`src/rtl/sat_counter.sv`:
```
// Saturating up-counter with a synchronous clear that wins over a same-cycle increment.
module sat_counter #(
  parameter int W = 32
) (
  input  logic         clk,
  input  logic         reset,
  input  logic         clr,
  input  logic         inc,
  output logic [W-1:0] count
);

  logic [W-1:0] r_count;

  always_ff @(posedge clk) begin
    if (reset || clr) begin
      r_count <= '0;
    end else if (inc && (r_count != '1)) begin
      r_count <= r_count + W'(1);
    end
  end

  assign count = r_count;

endmodule

```
`config.mk`:
```
export PLATFORM = sky130hd
export DESIGN_NAME = sat_counter
export DESIGN_NICKNAME = d
export VERILOG_FILES = /design/src/rtl/sat_counter.sv
export SDC_FILE = /design/constraint.sdc
export NUM_CORES = 1
export LEC_CHECK = 0
export ABC_CLOCK_PERIOD_IN_PS = 4500
export CAP_MARGIN = 10
export CORE_MARGIN = 10
export CORE_UTILIZATION = 55
export CTS_CLUSTER_DIAMETER = 30
export CTS_CLUSTER_SIZE = 16
export DETAILED_ROUTE_END_ITERATION = 12
export DONT_BUFFER_PORTS = 1
export PLACE_DENSITY = 0.78
export SYNTH_ARGS = -nofsm -noshare
export SYNTH_HDL_FRONTEND = slang
export SYNTH_SLANG_ARGS = --single-unit
```
`constraint.sdc`:
```
create_clock -name clk -period 4.5 [get_ports clk]
set_input_delay 0.675 -clock clk [delete_from_list [all_inputs] [get_ports clk]]
set_output_delay 0.675 -clock clk [all_outputs]
set_load 0.005 [all_outputs]
```
=== Word-level counts from Yosys, hierarchy flattened ===
Cells that the tools add are included.

* Add/sub/neg operators: 1
* Multiply operators: 0
* Div/mod/pow operators: 0
* Order comparisons: 0
* Equality and inequality tests: 1
* Shift-type cells: 0
* Mux-type cells: 0
* Bitwise logic cells: 0
* Reduce and logical (&&, ||, !) cells: 2

{| class="wikitable"
|+ Operators with widths
! operator !! number
|-
| $add A32 B1 Y32 const B || 1
|-
| $ne A32 B32 Y1 const B || 1
|-
| $logic_and A1 B1 Y1 || 1
|-
| $logic_or A1 B1 Y1 || 1
|}

* Flip-flop bits (word level): 32
* Bits in latches: 0
* Bits in writable memories: 0
* Memory bits (read-only): 0
* Output and inout bits: 32
* Logic and storage cells: 5
* Memories: 0

=== Depth between registers and ports, before layout ===
Gate-level depths: netlist of the first run.

* Depth in word-level cells: 2
* Depth in mapped cells: 8

=== Worst setup path after synthesis of the first run ===
No wires, ideal clock.

* Path kind: flip-flop to flip-flop
* Start: register r_count[0] (netlist: count[0])
* End: register r_count[17] (netlist: count[17])
* Library setup time: 68 ps
* Arrival: 1841 ps
* Data required time: 4432 ps
* Setup slack: 2592 ps
* Stages on the path, launching flop included: 8
* Buffers on the path: 1
* Period minus slack after synthesis: 1908 ps
* Cell sequence: dfxtp_1 -> ha_1 -> and3_2 -> nand2_1 -> o311ai_4 -> buf_6 -> or3_2 -> a21oi_2

* Cells in the longest elaborated chain, start to end: 2
* Elaborated cells on any way between the ends: 3
* Those cells by class: add/sub: 1; eq/ne: 1; reduce/logical: 1

{| class="wikitable"
|+ Ends and longest elaborated chain
! item !! line !! text
|-
| start, declared || 12 || <nowiki>logic [W-1:0] r_count;</nowiki>
|-
| start signal, assigned || 18 || <nowiki>r_count <= r_count + W'(1);</nowiki>
|-
| parallel branches: the longest is 2 deep, another holds $add A32 B1 Y32 || - ||
|}

Several ways; the timed one is not identified.
A chain may end at the register's enable or synchronous reset.

=== Worst setup path in the final report of the first run ===
* Start: register r_count[0] (netlist: count[0])
* End: register r_count[1] (netlist: count[1])

Same word-level chain as after synthesis.

==> flow_summary.ini, run 1 <==
[clocking]
cts_hold_buf = 0
cts_tree = yes
clkSinkCount = 32
clk_pin_slew_ps = 100
cts-resized-gates = 0
root_buffer = clkbuf_4
cts_buffers = 5
postCtsSetupBuffers = 0
cts_buffer_depth = 2
h-tree-depth = 2
insertion_delay_ps = 350

[synthesis]
ys_warn_count = 0
ys_seq_area_share_pct = 38.1
synth.net_count = 194
post_synth_num_cell_types = 36
ys_ff_latch = 32
synth-edff-count = 0
syn_area_mm2 = 0.00168
syn_avg_cell_area_um2 = 8.90
async_flop_share_pct = 0
synth_ff_type = dfxtp_1
synthCells = 189

[power]
swShare_pct = 21.7
switchingPower_mw = 0.112
power_frac_seq_pct = 55.5
power_frac_clock_pct = 42.5
p_comb_share_pct = 2.0
p_leak_nw = 0.446
power_mw = 0.514
p_int_mw = 0.402
p_per_area_mw_per_mm2 = 296
peakVddDrop_v = 0.000185

[critical_path]
rr_endpoint = count[1]
arrival_ps = 2530
cp-end-kind = flop
crit_required_ps = 4720
cp-start-kind = flop
crit_type = flop to flop
r2r_slack_ps = 2190
r2r_cells = 6
critical_path.slowest_cell = o31ai_4
critPathMaxFanout = 24
reg2reg_from = count[0]
worstPathCellList = ha_1 > and3_2 > nand4_2 > o31ai_4 > mux2i_1 > nor2_1
critical-path-max-stage-delay_ps = 760

[global_routing]
grt_usage_pct = 15.2
grt_first_pass_wirelength_um = 6690
grt_pass1_vias = 1384
antenna_found_initial = 0
overflow = 0
grt_max_degree = 33

[drt]
dr.pass1.iters = 4
drtIter0Drc = 136
wl_per_cell_um = 18.5
drc = 0
avgViaCountPerCell = 6.69
vias = 1486
wl_um = 4100
antenna_left = 0

[floorplanning]
start_util_pct = 56.5
chipHeight_um = 75.3
die_area_mm2 = 0.00567
rows = 20
core_area_mm2 = 0.00298
io_pins = 36
die_x_um = 75.3

[final_layout]
drive_gt1_share_pct = 17.5
area_growth_pct = 3.12
nNetsFinal = 193
fin_area_mm2 = 0.00173
num-fill-cells = 263
finalCoreUtilization_pct = 58.2
largest_register_ffs = 32
n_antenna_cell = 0

[placed_design]
io_buffers = 0
hpwl_um = 2960
postPlaceCellArea_mm2 = 0.00166
globalplace.congestion = 0.812
place_ws_ps = 2210

[sta]
grt_setup_unrepaired = no
slew_headroom_pct = 47.1
fin_crit_sh_pct = 51.3
fin_skew_ps = 13.6
finalMaxSlewViolations = 0
fmax_mhz = 433
hold_viol = 0
fin_setup_tns_ps = 0
tightest_slew_ps = 794
setup_viol = 0
setup_ws_ps = 2190
min_period_ps = 2310

[min_path]
min_to = count[16]
hp-start = inc
min_path_cells = 2
min_path_type = input pin to flop

[run_status]
status = finished, final reports clean

[run]
max_cap_viol_count = 0
## power groups by stage
stage / Combinational [mW] / Clock (mW) / Sequential, mW
2_1_floorplan: 0.0111 / 0 / 0.291
3_3_place_gp: 0.00992 / 0 / 0.291
3_5_place_dp: 0.0103 / 0 / 0.291
4_1_cts: 0.0103 / 0.221 / 0.285
5_1_grt: 0.0118 / 0.235 / 0.285
6_report: 0.0103 / 0.219 / 0.285
## worst max-delay path by stage
| stage | start | end | slack (ps) | depth (start not counted) |
|---|---|---|---|---|
| final | count[0] | count[1] | 2190 | 6 |
| after global routing | count[0] | count[22] | 1970 | 6 |
| after CTS | count[0] | count[1] | 2190 | 6 |
| after detailed placement | count[0] | count[1] | 2210 | 6 |
| after global placement | count[0] | count[1] | 2330 | 6 |
| after floorplan | count[0] | count[17] | 2590 | 7 |
## per-layer routing
metal / up-vias / GRT usage (%) / routed length, µm
met5: - / 0 / 0
met3: 7 / 6.77 / 423
li1: 729 / - / -
met1: 704 / 17.9 / 1600
met4: 0 / 6.80 / 61
met2: 46 / 23.3 / 2010
## metrics by stage
stage	hold slack (ps)	instances
final	492	222
after global routing	507	222
after CTS	495	222
after detailed placement	525	214
after global placement	507	214
after floorplan	481	189
## critical path: cells and delay by family (launching register included)
kind / cells / cell delay [ps]
adder cells (fa/ha/maj): 1 / 230
multiplexers: 1 / 260
AND/OR/NAND/NOR: 3 / 450
AO/OA/AOI/OAI: 1 / 760
flip-flops: 1 / 490
## cells in the mapped netlist, types with 2 or more instances
cell,n,share of area [%]
buf_6,4,2.7
nor2_1,4,0.89
and4_1,4,2.1
o31ai_1,9,4.0
a21oi_1,22,6.5
inv_1,4,0.89
nand2_1,12,2.7
nand2_2,2,0.74
and4_4,2,1.3
and3_2,2,0.89
or3_1,15,5.6
clkbuf_1,3,0.67
nand4_1,8,3.0
o21ai_1,8,2.4
or4_1,9,4.0
o21ai_0,10,3.0
a21oi_2,7,3.6
dfxtp_1,32,38
or3_2,4,1.8
nand3_1,11,3.3
o31ai_4,2,2.5
## logic make-up after synthesis
| group | synth area share (%) |
|---|---|
| AO/OA/AOI/OAI | 24.7 |
| XOR/XNOR | 1.04 |
| adder cells (fa/ha/maj) | 0.744 |
| buffers and inverters | 4.76 |
| flip-flops | 38.1 |
| multiplexers | 0.595 |
| AND/OR/NAND/NOR | 30.1 |
## final cells by class
class / count / area, µm² / area share [%]
Multi-Input combinational cell: 145 / 961 / 55.4
Clock buffer: 6 / 41.3 / 2.38
Inverter: 4 / 15.0 / 0.866
Tap cell: 33 / 41.3 / 2.38
Sequential cell: 32 / 641 / 36.9
Clock inverter: 2 / 35.0 / 2.02
## layout by cell type, fill, tap and decap left out, types with 2 or more instances in the layout
| cell type | instances |
|---|---|
| dfxtp_1 | 32 |
| a21oi_1 | 22 |
| or3_1 | 15 |
| nand2_1 | 12 |
| nand3_1 | 11 |
| o21ai_0 | 10 |
| o31ai_1 | 9 |
| or4_1 | 9 |
| nand4_1 | 8 |
| o21ai_1 | 8 |
| a21oi_2 | 7 |
| clkbuf_4 | 5 |
| and4_1 | 4 |
| or3_2 | 4 |
| inv_1 | 4 |
| nor2_1 | 4 |
| and3_2 | 2 |
| nand2_2 | 2 |
| and4_4 | 2 |
| o31ai_4 | 2 |
(Power assumes the default switching activity.)
==> run 2, diff against run 1 <==
--- a/config.mk
+++ b/config.mk
@@ -5,7 +5,7 @@
 export SDC_FILE = /design/constraint.sdc
 export NUM_CORES = 1
 export LEC_CHECK = 0
-export ABC_CLOCK_PERIOD_IN_PS = 4500
+export ABC_CLOCK_PERIOD_IN_PS = 2280
 export CAP_MARGIN = 10
 export CORE_MARGIN = 10
 export CORE_UTILIZATION = 55
==> constraint.sdc (replaced) <==
create_clock -name clk -period 2.28 [get_ports clk]
set_input_delay 0.342 -clock clk [delete_from_list [all_inputs] [get_ports clk]]
set_output_delay 0.342 -clock clk [all_outputs]
set_load 0.005 [all_outputs]
==> flow_summary.ini, run 2 (same netlist as run 1, synthesis figures left out) <==
[run_status]
status = finished, final reports clean

[drt]
antenna_left = 0
avgViaCountPerCell = 6.84
vias = 1587
drc = 0
drtIter0Drc = 125
wl_um = 4110
dr.pass1.iters = 5
wl_per_cell_um = 17.7

[power]
p_per_area_mw_per_mm2 = 522
peakVddDrop_v = 0.000392
p_leak_nw = 0.488
power_mw = 0.942

[critical_path]
crit_buf_inv = 1
r2r_slack_ps = 200
critical-path-max-stage-delay_ps = 430
cp-start-kind = flop
crit_required_ps = 2540
crit_type = flop to flop
arrival_ps = 2340
cp-end-kind = flop
critPathMaxFanout = 9
worstPathCellList = ha_1 > and3_2 > nand2_1 > o311ai_4 > buf_4 > or4_1 > a21oi_2
crit_family = simple AND/OR/NAND/NOR gates
critical_path.slowest_cell = or4_1

[placed_design]
postPlaceCellArea_mm2 = 0.00172
io_buffers = 0
globalplace.congestion = 0.869
hpwl_um = 2900

[final_layout]
largest_register_ffs = 32
area_growth_pct = 7.29
layout_common_cells = 32 x dfxtp_1, 22 x a21oi_1, 15 x or3_1
nNetsFinal = 203
final_common_cell = dfxtp_1
drive_gt1_share_pct = 21.1
finalCoreUtilization_pct = 60.6
n_antenna_cell = 0
fin_area_mm2 = 0.00180
num-fill-cells = 259

[clocking]
clkSinkCount = 32
cts_hold_buf = 0
cts_buffer_depth = 2
postCtsSetupBuffers = 0
cts_tree = yes
root_buffer = clkbuf_4
h-tree-depth = 2
insertion_delay_ps = 340
clk_pin_slew_ps = 100
cts-resized-gates = 0
cts_buffers = 5

[sta]
finalMaxSlewViolations = 0
fmax_mhz = 482
min_period_ps = 2080
fin_crit_sh_pct = 91.1
fin_setup_tns_ps = 0
tightest_slew_ps = 704
setup_viol = 0
hold_viol = 0
fin_skew_ps = 15.4
slew_headroom_pct = 53.0
grt_setup_unrepaired = no

[floorplanning]
rows = 20
chipHeight_um = 75.3
core_area_mm2 = 0.00298
die_area_mm2 = 0.00567
start_util_pct = 56.5
io_pins = 36
die_x_um = 75.3

[run]
max_cap_viol_count = 0

[global_routing]
antenna_found_initial = 0
grt_first_pass_wirelength_um = 6820
grt_max_degree = 33
grt_usage_pct = 15.1
grt_pass1_vias = 1422
overflow = 0

[min_path]
min_path_type = input pin to flop
[run 2: cell types whose count changed in the layout (fill, tap and decap cells not counted), sizes merged]
cell and change:
buf +10, clkbuf +2, bufinv -1, clkinv -1
[run 2: where the power goes]
part           total, mW  switching [mW]  internal (mW)
Clock              0.353           0.201          0.152
Sequential         0.561        0.000908          0.560
Combinational     0.0287          0.0198        0.00899
Total              0.942           0.221          0.721
[run 2: worst paths after layout]
kind,from,to,depth (start not counted)
min reg2reg,count[7],count[7],2
max,count[0],count[29],7
max reg2reg,count[0],count[29],7
min,inc,count[16],2
[run 2: stage by stage]
stage / hold slack (ps) / setup WS, ps / instances
after floorplan: 481 / 372 / 189
after global placement: 506 / 231 / 221
after detailed placement: 524 / 178 / 221
after CTS: 180 / 143 / 229
after global routing: 194 / 46.3 / 232
final: 180 / 203 / 232
[run 2: layout make-up]
type                            instances  area [µm²]  area share (%)
Clock buffer                            8        58.8            3.26
Tap cell                               33        41.3            2.29
Inverter                                4        15.0           0.832
Timing Repair Buffer                   10        87.6            4.85
Sequential cell                        32         641            35.5
Multi-Input combinational cell        145         961            53.3
[run 2: metal layers]
layer / routed length, µm / track usage, % / share of wire, % / up-vias
met4: 52 / 4.74 / 1.3 / 0
met3: 474 / 6.25 / 12 / 9
met2: 1980 / 25.0 / 48 / 76
met5: 0 / 0 / 0 / -
met1: 1610 / 17.2 / 39 / 755
li1: - / - / - / 747
==> run 3, diff against run 2 <==
--- a/config.mk
+++ b/config.mk
@@ -7,13 +7,15 @@
 export LEC_CHECK = 0
 export ABC_CLOCK_PERIOD_IN_PS = 2280
 export CAP_MARGIN = 10
+export CELL_PAD_IN_SITES_DETAIL_PLACEMENT = 2
+export CELL_PAD_IN_SITES_GLOBAL_PLACEMENT = 2
 export CORE_MARGIN = 10
-export CORE_UTILIZATION = 55
+export CORE_UTILIZATION = 37
 export CTS_CLUSTER_DIAMETER = 30
 export CTS_CLUSTER_SIZE = 16
 export DETAILED_ROUTE_END_ITERATION = 12
 export DONT_BUFFER_PORTS = 1
-export PLACE_DENSITY = 0.78
+export PLACE_DENSITY = 0.86
 export SYNTH_ARGS = -nofsm -noshare
 export SYNTH_HDL_FRONTEND = slang
 export SYNTH_SLANG_ARGS = --single-unit
==> flow_summary.ini, run 3 (same netlist as run 1, synthesis figures left out) <==
[run_status]
status = finished, final reports clean

[drt]
avgViaCountPerCell = 6.31
wl_um = 5120
vias = 1540
drtIter0Drc = 61
antenna_left = 0
wl_per_cell_um = 21.0
drc = 0
dr.pass1.iters = 4

[sta]
tightest_slew_ps = 702
slew_headroom_pct = 53.2
fin_setup_tns_ps = 0
setup_viol = 0
grt_setup_unrepaired = no
hold_viol = 0
finalMaxSlewViolations = 0
fmax_mhz = 476
fin_skew_ps = 6.92
min_period_ps = 2100
fin_crit_sh_pct = 92.1

[critical_path]
cp-end-kind = flop
crit_required_ps = 2490
arrival_ps = 2310
cp-start-kind = flop
crit_type = flop to flop
r2r_slack_ps = 180
critPathMaxFanout = 6

[clocking]
cts_buffers = 5
clk_pin_slew_ps = 70
postCtsSetupBuffers = 0
root_buffer = clkbuf_8
cts_buffer_depth = 2
insertion_delay_ps = 290
cts_tree = yes
clkSinkCount = 32
h-tree-depth = 2

[final_layout]
largest_register_ffs = 32
num-fill-cells = 505
area_growth_pct = 7.14
layout_common_cells = 32 x dfxtp_1, 22 x a21oi_1, 15 x or3_1
nNetsFinal = 196
layout.cells.non_filler = 244
n_antenna_cell = 0
final_common_cell = dfxtp_1
drive_gt1_share_pct = 18.8

[placed_design]
hpwl_um = 3680
dp_cells = 236
io_buffers = 0
globalplace.congestion = 0.782

[global_routing]
grt_usage_pct = 14.1
grt_pass1_vias = 1648
grt_first_pass_wirelength_um = 8600
grt_max_degree = 33
overflow = 0
antenna_found_initial = 0

[run]
max_cap_viol_count = 0

[floorplanning]
io_pins = 36
start_util_pct = 38.4
chipHeight_um = 87.4
die_area_mm2 = 0.00764
core_area_mm2 = 0.00438
rows = 24
die_x_um = 87.4

[power]
p_leak_nw = 0.462
power_mw = 1.04
peakVddDrop_v = 0.000242
p_per_area_mw_per_mm2 = 578

[min_path]
min_path_type = input pin to flop
run 3: cell types whose count changed in the layout (fill, tap and decap cells not counted), sizes merged:
cell,before,now
buf,10,3
run 3: per-layer routing:
layer | global-route usage (%) | vias up | share of wire [%]
li1 | - | 729 | -
met1 | 14.7 | 777 | 38
met2 | 24.7 | 27 | 54
met3 | 5.06 | 7 | 7.2
met4 | 6.09 | 0 | 1.1
met5 | 0 | - | 0
run 3: area by class of cell:
class	instances	area, µm²	area share, %
clock buffer	8	90.1	5.00
inverter	4	15.0	0.833
multi-input combinational	145	968	53.7
sequential	32	641	35.6
tap	52	65.1	3.61
timing repair buffer	3	22.5	1.25
run 3: timing repair:
action / 4_1_cts / 5_1_grt
endpoints found under the setup margin: 0 / 3
resized for setup: 0 / 1
hold buffers: 0 / 0
run 3: per-stage QoR:
| step | cell area [µm²] | hold slack, ps | utilization (%) | setup slack (ps) |
|---|---|---|---|---|
| after global placement | 1700 | 509 | 38.9 | 318 |
| after CTS | 1790 | 238 | 40.9 | 93.0 |
| final | 1800 | 238 | 41.1 | 179 |
| after floorplan | 1680 | 481 | - | 372 |
| after detailed placement | 1700 | 526 | 38.9 | 179 |
| after global routing | 1800 | 254 | 41.1 | 20.9 |
run 3: path summary, 6_finish.rpt:
check	from	endpoint	depth (start not counted)
max	count[0]	count[26]	6
min	inc	count[16]	2
max reg2reg	count[0]	count[26]	6
min reg2reg	count[27]	count[27]	2
run 3: critical path, cell delays in order (launching register included):
cell and delay, ps:
dfxtp_1 440, ha_1 230, and3_2 230, and4_1 300
nand4_1 270, or3_1 390, a21oi_1 170
run 3: power breakdown:
part	leakage (nW)	internal (mW)	switching, mW
Sequential	0.258	0.560	0.00222
Combinational	0.159	0.00531	0.0175
Clock	0.0455	0.246	0.210
Total	0.462	0.811	0.230
